**src/rtl/traffic_light_ctrl.sv**
```systemverilog
// ----------------------------------------------------------------------------
// traffic_light_ctrl
//
// Two-road intersection controller. The sequence is green, yellow and all-red
// clearance for each road. Each phase lasts a whole number of one-second ticks,
// and the per-phase lengths are set by parameters. The block also provides:
//   - pause      : freezes all sequencing.
//   - estop      : forces an all-red emergency hold and shows code A/A.
//   - night mode : flashing yellow on both roads, entered at a clearance
//                  boundary.
// The remaining seconds of the current phase are shown as two BCD digits for
// the downstream 7-segment decoders.
//
// Ports
//   clk      in   system clock
//   rst      in   synchronous, active-high reset (returns to IDLE)
//   start    in   level; leaves IDLE (ignored in every other state)
//   pause    in   level; freezes state, prescaler, remaining and flash
//   estop    in   level; all-red hold with A/A display, everything frozen
//   night    in   level; requests flashing-yellow mode
//   led_a    out  road A lamps {red, green, yellow}
//   led_b    out  road B lamps {red, green, yellow}
//   disp_hi  out  BCD tens of remaining seconds (A = estop, F = blank)
//   disp_lo  out  BCD units of remaining seconds (same codes)
//   phase_o  out  current state encoding, for debug
// ----------------------------------------------------------------------------
module traffic_light_ctrl #(
    parameter int unsigned TICK_DIV     = 10_000_000,
    parameter int unsigned A_GREEN_SEC  = 30,
    parameter int unsigned A_YELLOW_SEC = 5,
    parameter int unsigned B_GREEN_SEC  = 20,
    parameter int unsigned B_YELLOW_SEC = 5,
    parameter int unsigned ALL_RED_SEC  = 2
) (
    input  logic       clk,
    input  logic       rst,
    input  logic       start,
    input  logic       pause,
    input  logic       estop,
    input  logic       night,
    output logic [2:0] led_a,
    output logic [2:0] led_b,
    output logic [3:0] disp_hi,
    output logic [3:0] disp_lo,
    output logic [2:0] phase_o
);

    localparam int PW = $clog2(TICK_DIV);
    localparam logic [PW-1:0] TICK_LAST = PW'(TICK_DIV - 1);

    // Phase durations pre-converted to two BCD digits.
    localparam logic [7:0] LD_A_GRN = {4'(A_GREEN_SEC / 10),  4'(A_GREEN_SEC % 10)};
    localparam logic [7:0] LD_A_YEL = {4'(A_YELLOW_SEC / 10), 4'(A_YELLOW_SEC % 10)};
    localparam logic [7:0] LD_B_GRN = {4'(B_GREEN_SEC / 10),  4'(B_GREEN_SEC % 10)};
    localparam logic [7:0] LD_B_YEL = {4'(B_YELLOW_SEC / 10), 4'(B_YELLOW_SEC % 10)};
    localparam logic [7:0] LD_RED   = {4'(ALL_RED_SEC / 10),  4'(ALL_RED_SEC % 10)};

    localparam logic [2:0] LAMP_RED = 3'b100;
    localparam logic [2:0] LAMP_GRN = 3'b010;
    localparam logic [2:0] LAMP_YEL = 3'b001;

    typedef enum logic [2:0] {
        S_IDLE  = 3'd0,
        S_A_GRN = 3'd1,
        S_A_YEL = 3'd2,
        S_RED1  = 3'd3,
        S_B_GRN = 3'd4,
        S_B_YEL = 3'd5,
        S_RED2  = 3'd6,
        S_NIGHT = 3'd7
    } state_t;

    state_t        state, state_nxt, tgt;
    logic [PW-1:0] presc, presc_nxt;
    logic [7:0]    rem, rem_nxt;
    logic          flash, flash_nxt;
    logic          tick;
    logic          do_enter;

    logic [2:0]    led_a_r, led_b_r;
    logic [7:0]    disp_r;

    // Duration loaded on entry to a state; NIGHT has no countdown.
    function automatic logic [7:0] load_for(input state_t s);
        case (s)
            S_A_GRN: return LD_A_GRN;
            S_A_YEL: return LD_A_YEL;
            S_RED1:  return LD_RED;
            S_B_GRN: return LD_B_GRN;
            S_B_YEL: return LD_B_YEL;
            S_RED2:  return LD_RED;
            default: return 8'h00;
        endcase
    endfunction

    // One-second BCD decrement; only called with a value above 01.
    function automatic logic [7:0] bcd_dec(input logic [7:0] v);
        if (v[3:0] == 4'd0) return {v[7:4] - 4'd1, 4'd9};
        else                return {v[7:4], v[3:0] - 4'd1};
    endfunction

    function automatic logic [2:0] lamps_a(input state_t s, input logic f);
        case (s)
            S_A_GRN: return LAMP_GRN;
            S_A_YEL: return LAMP_YEL;
            S_NIGHT: return {2'b00, f};
            default: return LAMP_RED;
        endcase
    endfunction

    function automatic logic [2:0] lamps_b(input state_t s, input logic f);
        case (s)
            S_B_GRN: return LAMP_GRN;
            S_B_YEL: return LAMP_YEL;
            S_NIGHT: return {2'b00, f};
            default: return LAMP_RED;
        endcase
    endfunction

    function automatic logic [7:0] disp_for(input state_t s, input logic [7:0] r);
        case (s)
            S_IDLE:  return 8'h00;
            S_NIGHT: return 8'hFF;
            default: return r;
        endcase
    endfunction

    // The prescaler only runs outside IDLE, so a tick never fires there.
    assign tick = (state != S_IDLE) && (presc == TICK_LAST);

    always_comb begin
        state_nxt = state;
        presc_nxt = presc;
        rem_nxt   = rem;
        flash_nxt = flash;
        tgt       = state;
        do_enter  = 1'b0;

        // estop and pause both freeze every piece of state.
        if (!estop && !pause) begin
            if (state != S_IDLE) begin
                presc_nxt = tick ? '0 : presc + 1'b1;
            end

            case (state)
                S_IDLE: begin
                    if (start) begin
                        do_enter = 1'b1;
                        tgt      = night ? S_NIGHT : S_A_GRN;
                    end
                end
                S_NIGHT: begin
                    if (tick) begin
                        if (night) begin
                            flash_nxt = ~flash;
                        end else begin
                            do_enter = 1'b1;
                            tgt      = S_A_GRN;
                        end
                    end
                end
                default: begin
                    if (tick) begin
                        if (rem > 8'h01) begin
                            rem_nxt = bcd_dec(rem);
                        end else begin
                            do_enter = 1'b1;
                            // Night is only honoured at the end of a
                            // clearance, i.e. just before a green would start.
                            case (state)
                                S_A_GRN: tgt = S_A_YEL;
                                S_A_YEL: tgt = (ALL_RED_SEC == 0) ?
                                               (night ? S_NIGHT : S_B_GRN) : S_RED1;
                                S_RED1:  tgt = night ? S_NIGHT : S_B_GRN;
                                S_B_GRN: tgt = S_B_YEL;
                                S_B_YEL: tgt = (ALL_RED_SEC == 0) ?
                                               (night ? S_NIGHT : S_A_GRN) : S_RED2;
                                S_RED2:  tgt = night ? S_NIGHT : S_A_GRN;
                                default: tgt = S_IDLE;
                            endcase
                        end
                    end
                end
            endcase

            // Every state entry restarts the second count from zero.
            if (do_enter) begin
                state_nxt = tgt;
                presc_nxt = '0;
                rem_nxt   = load_for(tgt);
                flash_nxt = 1'b0;
            end
        end
    end

    // The lamp and display registers are loaded from the next-state values,
    // so they always match the state register in the same cycle.
    always_ff @(posedge clk) begin
        if (rst) begin
            state   <= S_IDLE;
            presc   <= '0;
            rem     <= 8'h00;
            flash   <= 1'b0;
            led_a_r <= LAMP_RED;
            led_b_r <= LAMP_RED;
            disp_r  <= 8'h00;
        end else begin
            state   <= state_nxt;
            presc   <= presc_nxt;
            rem     <= rem_nxt;
            flash   <= flash_nxt;
            led_a_r <= lamps_a(state_nxt, flash_nxt);
            led_b_r <= lamps_b(state_nxt, flash_nxt);
            disp_r  <= disp_for(state_nxt, rem_nxt);
        end
    end

    // The estop override is combinational so that the lamps drop to red in
    // the same cycle that estop is asserted.
    assign led_a   = estop ? LAMP_RED : led_a_r;
    assign led_b   = estop ? LAMP_RED : led_b_r;
    assign disp_hi = estop ? 4'hA : disp_r[7:4];
    assign disp_lo = estop ? 4'hA : disp_r[3:0];
    assign phase_o = state;

endmodule
```
**config.mk**
```make
export PLATFORM = sky130hd
export DESIGN_NAME = traffic_light_ctrl
export DESIGN_NICKNAME = d
export VERILOG_FILES = /design/src/rtl/traffic_light_ctrl.sv
export SDC_FILE = /design/constraint.sdc
export NUM_CORES = 1
export LEC_CHECK = 0
export CAP_MARGIN = 20
export CORE_ASPECT_RATIO = 1.1
export CORE_MARGIN = 1.5
export CORE_UTILIZATION = 57
export CTS_CLUSTER_DIAMETER = 40
export DETAILED_ROUTE_END_ITERATION = 8
export PLACE_DENSITY = 0.78
export SLEW_MARGIN = 0
export SYNTH_ARGS = -nofsm -noshare
export SYNTH_HDL_FRONTEND = slang
export SYNTH_SLANG_ARGS = --single-unit
```
**constraint.sdc**
```tcl
create_clock -name clk -period 2.9 [get_ports clk]
set_input_delay 0.58 -clock clk [delete_from_list [all_inputs] [get_ports clk]]
set_output_delay 0.58 -clock clk [all_outputs]
set_load 0.005 [all_outputs]
```
-- Word-level counts from Yosys, hierarchy flattened
Index checks and enable logic that the tools add are counted.
- flip-flop bits (word level): 50
- output and inout bits: 17
- reduce and logical (&&, ||, !) cells: 13
- eq/ne operators: 19
- $add $sub $neg: 3
- order comparisons: 1
- mux-type cells: 41
- bitwise gates (word level): 1
- operators with widths (operator ; count):
    24-bit two-way mux ; 3
    8-bit two-way mux ; 6
    3-bit two-way mux ; 11
    3-bit equality test, second input constant ; 10
    24-bit by 1-bit adder with 24-bit output, second input constant ; 1
    24-bit equality test, second input constant ; 1
    6-bit case mux with 4 select lines ; 1
    3-bit case mux with 3 select lines ; 2
    3-bit case mux with 6 select lines ; 1
    8-bit case mux with 2 select lines ; 1
    3-bit by 2-bit equality test with 1-bit output, second input constant ; 5
    1-bit two-way mux ; 11
    3-bit by 1-bit equality test with 1-bit output, second input constant ; 3
    8-bit by 1-bit > comparator with 1-bit output, second input constant ; 1
    4-bit two-way mux ; 2
    4-bit by 1-bit subtractor with 4-bit output, second input constant ; 2
    3-bit zero test ; 2
    3-bit case mux with 2 select lines ; 1
    2-bit OR reduction ; 3
    4-bit zero test ; 1
    3-bit nonzero test ; 1
    1-bit logical AND ; 2
    1-bit zero test ; 2
    2-bit two-way mux ; 1
    4 further kinds ; 4

-- Depth between registers and ports, before layout
- depth after elaboration: 12
- mapped depth: 11
- depth with buffers taken out: 10

-- Worst setup path before layout
OpenSTA, ideal clock, no wires.
- kind: reg-to-reg
- start point: reg rem[4]
- end point: reg led_b_r[2]
- path buffers: 1
- library setup time: 0.130 ns
- path slack: 0.303 ns
- data required time: 2.770 ns
- data arrival time: 2.467 ns
- stages on the path, launching flop included: 12
- cells stage by stage: dfxtp_1 > inv_1 > ha_1 > nor4b_4 > nand3_1 > a2111oi_4 > o21ai_2 > mux2i_2 > or3_1 > or2_1 > buf_6 > a21boi_1
- word-level cells in the longest chain between the ends: 9
- elaborated cells on any way between the ends: 15
- ends and longest elaborated chain (element ; RTL line ; RTL):
    start, declared ; 75 ; logic [7:0] rem, rem_nxt;
    start signal, assigned ; 210 ; rem <= rem_nxt;
    8-bit by 1-bit > comparator with 1-bit output (*) ; 164 ; if (rem > 8'h01) begin
    3-bit two-way mux or 1-bit two-way mux (tied branches) ; 164 ;
    3-bit two-way mux or 1-bit two-way mux (tied branches) ; 163 ; if (tick) begin
    3-bit case mux with 2 select lines or 1-bit case mux with 2 select lines (tied branches) ; 145 ; case (state)
    3-bit two-way mux or 1-bit two-way mux (tied branches) ; 140 ; if (!estop && !pause) begin
    3-bit two-way mux (*) ; 187 ; if (do_enter) begin
    3-bit two-way mux (*) ; 140 ;
    3-bit equality test ; 112 ; case (s)
    3-bit case mux with 3 select lines (*) ; 112 ;
    end signal, assigned ; 213 ; led_b_r <= lamps_b(state_nxt, flash_nxt);
    end, declared ; 80 ; logic [2:0] led_a_r, led_b_r;
Mark *: on every way between the ends. The rest lies on a longest branch, timed or not. The select of a mux whose other input is x is not followed.
A chain may end at the register's enable or synchronous reset.

-- Worst setup path after layout
- start point: reg presc[0]
- end point: reg disp_r[0]
- word-level cells in the longest chain between the ends: 11
- elaborated cells on any way between the ends: 28
- ends and longest elaborated chain (element ; RTL line ; RTL):
    start, declared ; 74 ; logic [PW-1:0] presc, presc_nxt;
    start signal, assigned ; 209 ; presc <= presc_nxt;
    24-bit equality test (*) ; 129 ; assign tick = (state != S_IDLE) && (presc == TICK_LAST);
    1-bit logical AND (*) ; 129 ;
    3-bit two-way mux, on equally long branches ; 163, 153 ;
    3-bit case mux with 2 select lines ; 145 ;
    3-bit two-way mux ; 140 ;
    3-bit equality test or 3-bit by 2-bit equality test with 1-bit output (tied branches) ; 85 ; case (s)
    2-bit OR reduction (no source line) ; -- ;
    6-bit case mux with 4 select lines ; 85 ;
    8-bit two-way mux ; 187 ;
    8-bit two-way mux ; 140 ;
    8-bit case mux with 2 select lines (*) ; 121 ; case (s)
    end signal, assigned ; 214 ; disp_r <= disp_for(state_nxt, rem_nxt);
    end, declared ; 81 ; logic [7:0] disp_r;
Marks and branches as above.

==> reports/summary.json <==
{
  "outcome": "completed",
  "die-width_um": 70.2,
  "cp.arrival_ps": 3020,
  "yosysSeqAreaShare_pct": 35.4,
  "groute.usage.overall_pct": 24.9,
  "finalSetupViolCount": 0,
  "number_of_global_route_vias_before_repair": 2479,
  "insertion_delay_ps": 300,
  "finalHoldViolCount": 0,
  "numPortBuffers": 22,
  "gpl.final_weighted_congestion": 0.993,
  "yosysUniqueCellTypes": 62,
  "fin_skew_ps": 4.96,
  "drt_iter0_drc": 188,
  "route.detailed.wl_per_inst_um": 14.7,
  "antenna_cells": 0,
  "crit_path_end_kind": "flop",
  "finalInstanceArea_um2": 3390,
  "floorplan.io_pins": 23,
  "synthesis.area_um2": 2830,
  "place_area_um2": 3250,
  "pin_count_of_the_biggest_net_entering_global_routing": 19,
  "design.final.nets": 384,
  "power_leakage_nw": 1.28,
  "hold_slack_ps": 525,
  "post-synth-top-area-fraction_pct": 35.4,
  "floorplan.die_area_um2": 5400,
  "vias": 2540,
  "multi_input_area_um2": 1730,
  "clk_path_buf_depth": 2,
  "flow.area_growth_from_synthesis_pct": 19.6,
  "share_of_the_core_filled_with_cells_pct": 71.8,
  "preCtsSetupSlack_ps": 92.2,
  "cts_tree": "done",
  "timing.critical_path.from_type": "flop",
  "synth.cells.most_frequent": "nor2_1 (51), dfxtp_1 (50), nand2_1 (20)",
  "fillers": 394,
  "layout.area.seq_um2": 1000,
  "post_route_cells_drive_above_1_share_pct": 19.1,
  "worst_slew_pin_slew_ps": 426,
  "post-route-period-util_pct": 95.7,
  "die_height_um": 76.9,
  "drcViolationCount": 0,
  "timing.final.crit_period_ps": 2780,
  "core_um2": 4720,
  "htree_levels": 2,
  "ys_ff_latch": 50,
  "synth_top_cells_by_area": "dfxtp_1 (35%), nor2_1 (6.8%), xor2_1 (4.0%)",
  "critPathRequiredTime_ps": 3140,
  "dp_cells": 424,
  "cts.reportedPaths.clkPinSlew_ps": 90,
  "synthCells": 337,
  "timing.hold.worst.class": "flop to flop",
  "start_util_pct": 60.0,
  "syn-num-nets": 345,
  "criticalPathCategory": "flop to flop",
  "number_of_antenna_violations_at_the_first_check_in_global_routing": 0,
  "tritoncts.num_buffers": 5,
  "maxSlewHeadroom_pct": 71.5,
  "fmaxAchievable_mhz": 360,
  "detailedPlacementHpwl_um": 4810,
  "firstDrtPassIters": 4,
  "synthMostInstantiatedCell": "nor2_1",
  "clock-sinks": 50,
  "power-per-cell-area_nw_per_um2": 415,
  "clockRootBuffer": "clkbuf_8",
  "finalMaxSlewViolations": 0,
  "layout_setup_ws_ps": 124,
  "yosysWarningCount": 0,
  "worst-path-max-fanout": 4,
  "vdd.ir_drop.worst_uv": 270,
  "vias_per_cell": 5.87,
  "finish.cell_count_without_fillers": 433,
  "grt_remaining_overflow": 0,
  "synthArstFlopShare_pct": 0,
  "postSynth.topFlopCell": "dfxtp_1",
  "yosysTopAreaCell": "dfxtp_1",
  "drtAntennaViolNets": 0,
  "syn-mean-instance-area_um2": 8.40,
  "grt_pass1_wl_um": 11000,
  "synth_enable_flop_cells": 0,
  "final_wirelength_um": 6370,
  "total_number_of_placement_rows": 26,
  "maxCapViolCount": 0
}
==> cell type report <==
type / instances / area share (%)
inverters: 11 / 1.22
multi-input cells: 261 / 51.0
clock buffers: 5 / 2.03
clock inverters: 3 / 1.33
flip-flops and latches: 50 / 29.6
repair buffers: 47 / 12.8
well taps: 56 / 2.07
==> report_power, final <==
part,switching (mW),leakage [nW],internal [mW]
Sequential,0.00930,0.404,0.699
Clock,0.231,0.0504,0.256
Combinational,0.112,0.823,0.0982
==> per-stage QoR <==
stage               power, mW  TNS, ps
finish                   1.41        0
CTS                      1.41        0
global route             1.46    -12.0
global placement        0.922        0
floorplan               0.851        0
detailed placement      0.925        0
==> path summary, 6_finish.rpt <==
| path | slack, ps | depth (start not counted) | to | startpoint |
|---|---|---|---|---|
| worst max register to register | 120 | 9 | disp_r[0]$_SDFF_PP0_ | presc[0]$_SDFFE_PP0P_ |
| worst min register to register | 520 | 2 | presc[14]$_SDFFE_PP0P_ | presc[14]$_SDFFE_PP0P_ |
| worst min-delay path | 520 | 2 | presc[14]$_SDFFE_PP0P_ | presc[14]$_SDFFE_PP0P_ |
| worst max-delay path | 120 | 9 | disp_r[0]$_SDFF_PP0_ | presc[0]$_SDFFE_PP0P_ |
==> what timing repair did <==
item,in CTS,in global routing
setup endpoints to repair,0,9
resized for setup,0,4
buffers inserted,0,1
hold buffers,0,0
==> cells in the final DEF (no fill, tap or decap), drive strengths merged, types with 5 or more instances in the layout <==
master	netlist	final
nand3	11	11
a21oi	9	9
or3	7	7
and3	8	8
nand4	13	13
nor2	53	53
dfxtp	50	50
nor2b	11	11
o31ai	7	7
nor3	10	10
nand2	20	20
o21ai	15	15
xnor2	7	7
and4bb	5	5
or2	16	16
inv	11	11
clkdlybuf4s50	0	22
clkbuf	9	5
nor4	5	5
buf	6	25
xor2	13	13
==> critical path: stages (launching register included) <==
cell and delay, ps:
dfxtp_1 420, ha_1 250, and4bb_1 250, nand4_2 200, or4_1 630, o211a_2 200
nor3_2 170, o21ai_1 110, a221o_1 360, o21ai_1 140
==> sequential cells by signal, summed over array words and instances, names as in the netlist <==
register  flops
phase_o       3
disp_r        8
rem           8
led_b_r       3
flash         1
presc        24
led_a_r       3
==> cell families after synthesis <==
logic type      after synthesis  share of synthesized area [%]
simple gates                181                           37.4
compound gates               55                           14.7
flops                        50                           35.4
buf+inv                      26                           4.24
xor+xnor                     20                           6.19
mux                           3                           1.19
fa+ha+maj                     2                          0.884
==> per-layer routing <==
layer	track usage, %	share of wire (%)	vias up	routed length [um]
met5	0	0	-	0
met2	45.3	52	55	3320
met3	3.94	3.8	16	242
met4	8.85	2.0	0	129
li1	-	-	1278	-
met1	29.1	42	1191	2680
(Power assumes the default switching activity.)
